<file path="src/rtl/tlut_seq_ctrl.sv">
// Job sequencer for one TLUT SIMD cell: operand load, one full temporal sweep,
// adder-tree drain, result capture and result hand-off, with pause and abort.
module tlut_seq_ctrl #(
    parameter int INPUT_WIDTH = 3,
    parameter int TREE_LAT    = 2,
    parameter int JOB_W       = 16
) (
    input  logic             clk,
    input  logic             rst,
    input  logic             start_valid,
    output logic             start_ready,
    input  logic             pause,
    input  logic             abort,
    input  logic             out_ready,
    output logic             out_valid,
    output logic             cell_load,
    output logic             cell_enable,
    output logic             cell_flush,
    output logic             res_capture,
    output logic             busy,
    output logic [2:0]       state_o,
    output logic [JOB_W-1:0] job_cnt
);

    localparam int DRAIN_W = (TREE_LAT > 0) ? $clog2(TREE_LAT + 1) : 1;
    localparam logic [INPUT_WIDTH-1:0] RUN_LAST   = {INPUT_WIDTH{1'b1}};
    localparam logic [DRAIN_W-1:0]     DRAIN_LAST = DRAIN_W'(TREE_LAT);

    typedef enum logic [2:0] {
        ST_IDLE  = 3'd0,
        ST_LOAD  = 3'd1,
        ST_RUN   = 3'd2,
        ST_DRAIN = 3'd3,
        ST_HOLD  = 3'd4
    } state_t;

    state_t                 state_q, state_d;
    logic [INPUT_WIDTH-1:0] run_cnt_q, run_cnt_d;
    logic [DRAIN_W-1:0]     drain_cnt_q, drain_cnt_d;
    logic [JOB_W-1:0]       job_cnt_q, job_cnt_d;
    logic                   load_q, load_d;
    logic                   capture_q, capture_d;
    logic                   flush_q, flush_d;
    logic                   out_valid_q, out_valid_d;
    logic                   busy_q, busy_d;
    logic                   start_ready_s;
    logic                   cell_enable_s;
    logic [DRAIN_W-1:0]     drain_nxt_s;

    // Next-state, counter and strobe computation; abort overrides every state but IDLE.
    always_comb begin
        state_d       = state_q;
        run_cnt_d     = run_cnt_q;
        drain_cnt_d   = drain_cnt_q;
        job_cnt_d     = job_cnt_q;
        load_d        = 1'b0;
        capture_d     = 1'b0;
        flush_d       = 1'b0;
        drain_nxt_s   = drain_cnt_q + DRAIN_W'(1);
        start_ready_s = ((state_q == ST_IDLE) || ((state_q == ST_HOLD) && out_ready)) && !abort;
        cell_enable_s = (state_q == ST_RUN) && !pause;

        if (abort && (state_q != ST_IDLE)) begin
            state_d     = ST_IDLE;
            run_cnt_d   = '0;
            drain_cnt_d = '0;
            flush_d     = 1'b1;
        end else begin
            case (state_q)
                ST_IDLE: begin
                    if (start_valid && start_ready_s) begin
                        state_d = ST_LOAD;
                        load_d  = 1'b1;
                    end else begin
                        state_d = ST_IDLE;
                    end
                end
                ST_LOAD: begin
                    run_cnt_d = '0;
                    state_d   = ST_RUN;
                end
                ST_RUN: begin
                    if (pause) begin
                        state_d = ST_RUN;
                    end else if (run_cnt_q == RUN_LAST) begin
                        state_d     = ST_DRAIN;
                        run_cnt_d   = '0;
                        drain_cnt_d = '0;
                        capture_d   = (DRAIN_LAST == '0);
                    end else begin
                        run_cnt_d = run_cnt_q + INPUT_WIDTH'(1);
                    end
                end
                ST_DRAIN: begin
                    // Capture strobe is pre-computed so it lands on the last drain cycle.
                    if (drain_cnt_q == DRAIN_LAST) begin
                        state_d     = ST_HOLD;
                        drain_cnt_d = '0;
                    end else begin
                        drain_cnt_d = drain_nxt_s;
                        capture_d   = (drain_nxt_s == DRAIN_LAST);
                    end
                end
                ST_HOLD: begin
                    if (out_ready) begin
                        job_cnt_d = job_cnt_q + JOB_W'(1);
                        if (start_valid) begin
                            state_d = ST_LOAD;
                            load_d  = 1'b1;
                        end else begin
                            state_d = ST_IDLE;
                        end
                    end else begin
                        state_d = ST_HOLD;
                    end
                end
                default: begin
                    state_d     = ST_IDLE;
                    run_cnt_d   = '0;
                    drain_cnt_d = '0;
                end
            endcase
        end

        out_valid_d = (state_d == ST_HOLD);
        busy_d      = (state_d != ST_IDLE);
    end

    // State, counters and registered strobes/status.
    always_ff @(posedge clk or posedge rst) begin
        if (rst) begin
            state_q     <= ST_IDLE;
            run_cnt_q   <= '0;
            drain_cnt_q <= '0;
            job_cnt_q   <= '0;
            load_q      <= 1'b0;
            capture_q   <= 1'b0;
            flush_q     <= 1'b0;
            out_valid_q <= 1'b0;
            busy_q      <= 1'b0;
        end else begin
            state_q     <= state_d;
            run_cnt_q   <= run_cnt_d;
            drain_cnt_q <= drain_cnt_d;
            job_cnt_q   <= job_cnt_d;
            load_q      <= load_d;
            capture_q   <= capture_d;
            flush_q     <= flush_d;
            out_valid_q <= out_valid_d;
            busy_q      <= busy_d;
        end
    end

    assign start_ready = start_ready_s;
    assign cell_enable = cell_enable_s;
    assign cell_load   = load_q;
    assign res_capture = capture_q;
    assign cell_flush  = flush_q;
    assign out_valid   = out_valid_q;
    assign busy        = busy_q;
    assign state_o     = state_q;
    assign job_cnt     = job_cnt_q;

endmodule

</file>
<file path="config.mk">
export PLATFORM = sky130hd
export DESIGN_NAME = tlut_seq_ctrl
export DESIGN_NICKNAME = d
export VERILOG_FILES = /design/src/rtl/tlut_seq_ctrl.sv
export SDC_FILE = /design/constraint.sdc
export NUM_CORES = 1
export LEC_CHECK = 0
export ABC_AREA = 1
export BUFFER_PORTS_ARGS = -buffer_cell sky130_fd_sc_hd__buf_2
export CORE_ASPECT_RATIO = 2
export CORE_MARGIN = 3
export CORE_UTILIZATION = 32
export DETAILED_ROUTE_END_ITERATION = 6
export SYNTH_ARGS = -nofsm -noshare
export SYNTH_HDL_FRONTEND = slang
export SYNTH_SLANG_ARGS = --single-unit
</file>
<file path="constraint.sdc">
create_clock -name clk -period 1.5 [get_ports clk]
set_input_delay 0.15 -clock clk [delete_from_list [all_inputs] [get_ports clk]]
set_output_delay 0.15 -clock clk [all_outputs]
set_load 0.01 [all_outputs]
</file>
==> Word-level counts from Yosys, hierarchy flattened <==
Cells that the tools add are included.
{ "word_totals": {"wordCells": 67, "output_inout_bits": 26, "reg_bits": 29} }
{ "op_classes": {"muxes": 26, "n_reduce_logical": 16, "bitwise": 1, "n_eq_ne": 12, "addsub": 3} }
{ "ops": {"columns": ["op", "count"], "rows": [
  ["2-to-1 mux 3 bit", 8],
  ["adder 16 x 1 -> 16 bit (second input constant)", 1],
  ["case mux 3 bit (5 select lines)", 1],
  ["2-to-1 mux 1 bit", 10],
  ["== test 3 bit (second input constant)", 3],
  ["2-to-1 mux 2 bit", 4],
  ["== test 3 x 2 -> 1 bit (second input constant)", 2],
  ["case mux 2 bit (3 select lines)", 1],
  ["case mux 3 bit (2 select lines)", 1],
  ["AND reduction 3 bit", 2],
  ["nonzero test 3 bit", 2],
  ["OR reduction 3 bit", 2],
  ["logical AND 1 bit", 5],
  ["== test 2 bit (second input constant)", 2],
  ["inequality test 2 x 1 -> 1 bit (second input constant)", 2],
  ["adder 3 x 1 -> 3 bit (second input constant)", 1],
  ["== test 3 x 1 -> 1 bit (second input constant)", 1],
  ["zero test 3 bit", 1],
  ["inequality test 3 x 1 -> 1 bit (second input constant)", 1],
  ["inequality test 3 x 2 -> 1 bit (second input constant)", 1],
  ["adder 2 x 1 -> 2 bit (second input constant)", 1],
  ["zero test 1 bit", 2],
  ["case mux 1 bit (2 select lines)", 1],
  ["AND reduction 2 bit", 1],
  ["2 further kinds", 2]
]} }

==> Longest topological paths before layout <==
{ "logic_depth": {"ltp_word": 9, "mapped_depth": 8, "mapped_depth_nobuf": 8} }

==> Least setup slack after synthesis <==
No wires, ideal clock.
{ "synth_path": {"path_type": "reg-to-reg", "start": "register job_cnt_q[1], in the netlist job_cnt[1]", "end": "register job_cnt_q[10], in the netlist job_cnt[10]", "path_slack_ns": 0.130, "arrival_time_ns": 1.244, "setup_ns": 0.126, "n_path_buf": 0, "stages_incl_launch_ff": 8, "required_time_ns": 1.374, "path_cell_list": "dfrtp_1 > ha_1 > inv_1 > nor2_1 > nand2_1 > nor2_1 > nand2_1 > xnor2_1"} }
{ "synth_via": {"elab_chain_cells": 1} }
{ "synth_lines": {"columns": ["element", "line_no", "text"], "rows": [
  ["start: declaration", "40", "logic [JOB_W-1:0] job_cnt_q, job_cnt_d;"],
  ["start signal: assignment", "145", "job_cnt_q <= job_cnt_d;"],
  ["adder 16 x 1 -> 16 bit", "106", "job_cnt_d = job_cnt_q + JOB_W'(1);"]
]} }
No other way between the ends.
A chain may end at the register's enable or synchronous reset.

==> Worst setup path in the final report <==
{ "layout_path": {"start": "register state_q[0], in the netlist state_o[0]", "end": "output start_ready"} }
{ "layout_via": {"elab_chain_cells": 4, "elab_cells_between_ends": 5} }
{ "layout_lines": {"columns": ["element", "line_no", "text"], "rows": [
  ["start: declaration", "37", "state_t state_q, state_d;"],
  ["start signal: assignment", "142", "state_q <= state_d;"],
  ["== test 3 bit", "60", "start_ready_s = ((state_q == ST_IDLE) || ((state_q == ST_HOLD) && out_ready)) && !abort;"],
  ["logical AND 1 bit", "60", null],
  ["logical OR 1 bit (*)", "60", null],
  ["logical AND 1 bit (*)", "60", null],
  ["end: declaration", "11", "output logic start_ready,"]
]} }
Mark *: on every way between the ends. The rest lies on a longest branch, timed or not.

==> flow_summary.toml <==
[synth]
yosys_warnings = 0
synth_cell_type_count = 18
syn_inst = 197
syn_nets = 206
syn-cell-area_um2 = 1513
synth_area_per_cell_um2 = 7.679
synth-seq-cells = 29
synth.yosys.seq_area_share_pct = 47.97

[drt]
wl_per_cell_um = 11.48
wirelength_um = 3444
ant_nets = 0
drt_iter0_drc = 19
firstDrtPassIters = 4
dr_total_vias = 1351
vias_per_cell = 4.503
drc = 0

[sta]
relSlewSlack_pct = 75.18
fin_crit_sh_pct = 92.53
finClkSkew_ns = 0.004987
rsz0062_at_grt = "false"
fin_crit_ns = 1.388
setup_tns_ns = 0
worstMarginPinSlew_ns = 0.3724
fmax_mhz = 720.5
setup_viol = 0
hold_viol = 0
slew_viol_final = 0

[worst_hold_path]
hold_path_class = "input pin to flip-flop"
min-delay-start = "start_valid"

[pwr]
p_per_area_nw_per_um2 = 1186
ir_drop_mv = 0.9713
p_leak_nw = 1.069

[final_layout]
finalNonFillerCells = 300
drive_gt1_share_pct = 23.58
fin_nets = 254
num_antenna_cells = 0
syn2layout_area_growth_pct = 27.38
fin_util_pct = 43.14
n_fill_cell = 495

[setup_path]
critical_path_required_ns = 1.35
crit_slowest_cell = "dfrtp_2"
slowest_delay_ns = 0.45
crit_start = "state_o[0]$_DFF_PP0_"
path_class = "flip-flop to primary output"
critical_path.max_fanout = 5
crit_path_end_kind = "primary output"
r2r-start = "job_cnt[0]$_DFFE_PP0P_"
cp-start-kind = "flip-flop"
worstPathArrival_ns = 1.24
crit_path_cell_trace = "nor2_4 > o21ai_1 > nor2_1 > buf_2"

[clocking]
htree_num_levels = 2
cts_tree = "done"
path_clk_slew_ns = 0.06
root_buffer = "clkbuf_8"
clock_sinks = 29
clk_latency_ns = 0.28
cts_buffer_depth = 2
cts_made_buffers = 5

[placed_design]
routabilityCongestion = 0.8056
hpwl_um = 2684
dp.cells = 289
numPortBuffers = 31

[global_routing]
grt.total_usage_pct = 14.54
grt_pass1_vias = 1361
antenna_found_initial = 0
grt_overflow = 0
grt_max_degree = 30
grt_first_pass_wirelength_um = 5906

[floorplanning]
initial_core_util_pct = 33.87
die_h_um = 103.2
die_x_um = 54.62
ioPinCount = 32
num_rows = 34
core_um2 = 4467
die_area_um2 = 5638

[run]
drv_cap = 0

[outcome]
outcome = "finished, final reports clean"
==> state kept, by name, summed over array words and instances (netlist names) <==
signal,flops
state_o,3
cell_flush,1
out_valid,1
job_cnt,16
res_capture,1
cell_load,1
busy,1
run_cnt_q,3
drain_cnt_q,2
==> logic make-up (layout without fill, tap and decap cells) <==
logic type               count (synthesis)  count (layout)  synth area share [%]
AND/OR/NAND/NOR                        113             113                 31.93
flip-flops                              29              29                 47.97
buffers and inverters                   28              77                 6.947
AO/OA/AOI/OAI                           14              14                 4.881
XOR/XNOR                                10              10                 5.790
adder cells (fa/ha/maj)                  3               3                 2.482
==> where the power goes <==
part	switching, mW	leakage [nW]	total (mW)	internal, mW
clock network	0.293	0.0542	0.707	0.414
logic	0.364	0.631	0.622	0.258
registers	0.0815	0.384	0.956	0.875
total	0.739	1.07	2.29	1.55
==> metrics by stage <==
step	instance area (µm²)	hold WS [ns]	total power [mW]	worst slack, ns
final	1927	0.2248	2.285	0.1121
after global routing	1927	0.2576	2.461	0.002366
after CTS	1899	0.2243	2.269	0.01154
after detailed placement	1788	0.2509	1.537	0.01827
after global placement	1788	0.2421	1.537	0.02224
after floorplan	1513	0.2281	1.311	0.1300
==> synthesized netlist by cell type (all sizes together) <==
cell type | n | area [µm²]
nand2 | 68 | 255.2
dfrtp | 29 | 725.7
nor2 | 29 | 123.9
inv | 27 | 101.3
o21ai | 12 | 60.06
nand3 | 9 | 45.04
xor2 | 6 | 52.55
nand4 | 5 | 46.29
xnor2 | 4 | 35.03
ha | 3 | 37.54
clkinv | 1 | 3.750
nand3b | 1 | 7.510
nor3 | 1 | 5.000
o21bai | 1 | 7.510
o22ai | 1 | 6.260
==> layout by cell type, fill, tap and decap left out <==
cell type,instances
dfrtp_1,27
xnor2_1,4
nand2_2,1
ha_1,3
clkinv_1,1
dfrtp_2,2
o21bai_1,1
xor2_1,6
clkbuf_8,7
nand2_1,67
nor2_4,2
o21ai_1,1
nand3_1,9
nand4_4,1
inv_2,1
nor3_1,1
inv_1,26
clkinv_2,1
o22ai_1,1
nand3b_1,1
nor2_1,24
nor2_2,3
nand4_1,4
dlygate4sd3_1,1
buf_4,9
o21ai_0,11
buf_2,31
==> worst max-delay path, delay by kind of cell (launching register included) <==
| family | cells | cell delay, ns |
|---|---|---|
| compound gates | 1 | 0.11 |
| simple gates | 2 | 0.27 |
| flops | 1 | 0.45 |
| buf+inv | 1 | 0.13 |
==> layer usage <==
layer | global-route usage [%] | up-vias | share of wire (%)
met5 | 0 | - | 0
met1 | 14.04 | 613 | 35
li1 | - | 701 | -
met3 | 3.587 | 7 | 4.2
met4 | 5.182 | 0 | 2.0
met2 | 27.74 | 30 | 58
==> worst paths after layout <==
check / end / slack [ns] / cells past startpoint
setup / recovery: start_ready / 0.11 / 4
hold / removal: cell_load$_DFF_PP0_ / 0.22 / 5
min in group asynchronous: cell_flush$_DFF_PP0_ / 0.48 / 4
setup reg to reg: job_cnt[10]$_DFFE_PP0P_ / 0.13 / 7
max in group asynchronous: state_o[0]$_DFF_PP0_ / 0.72 / 4
hold reg to reg: run_cnt_q[1]$_DFFE_PP0P_ / 0.51 / 2
==> cell type report <==
cell class / count / area, µm² / share of cell area (%)
Multi-Input combinational cell: 140 / 691.9 / 35.91
Clock inverter: 1 / 5.005 / 0.2597
Sequential cell: 29 / 728.2 / 37.79
Timing Repair Buffer: 41 / 232.7 / 12.08
Clock buffer: 7 / 96.34 / 5.000
Inverter: 28 / 105.1 / 5.455
Tap cell: 54 / 67.56 / 3.506
==> repair_timing <==
action                                  in CTS  in global routing
setup buffers                                0                  2
endpoints found under the hold margin       29                  0
resized for setup                            0                  7
hold buffers                                 1                  0
endpoints found under the setup margin       0                  5
Note: power is estimated with default switching activity, not from simulation.
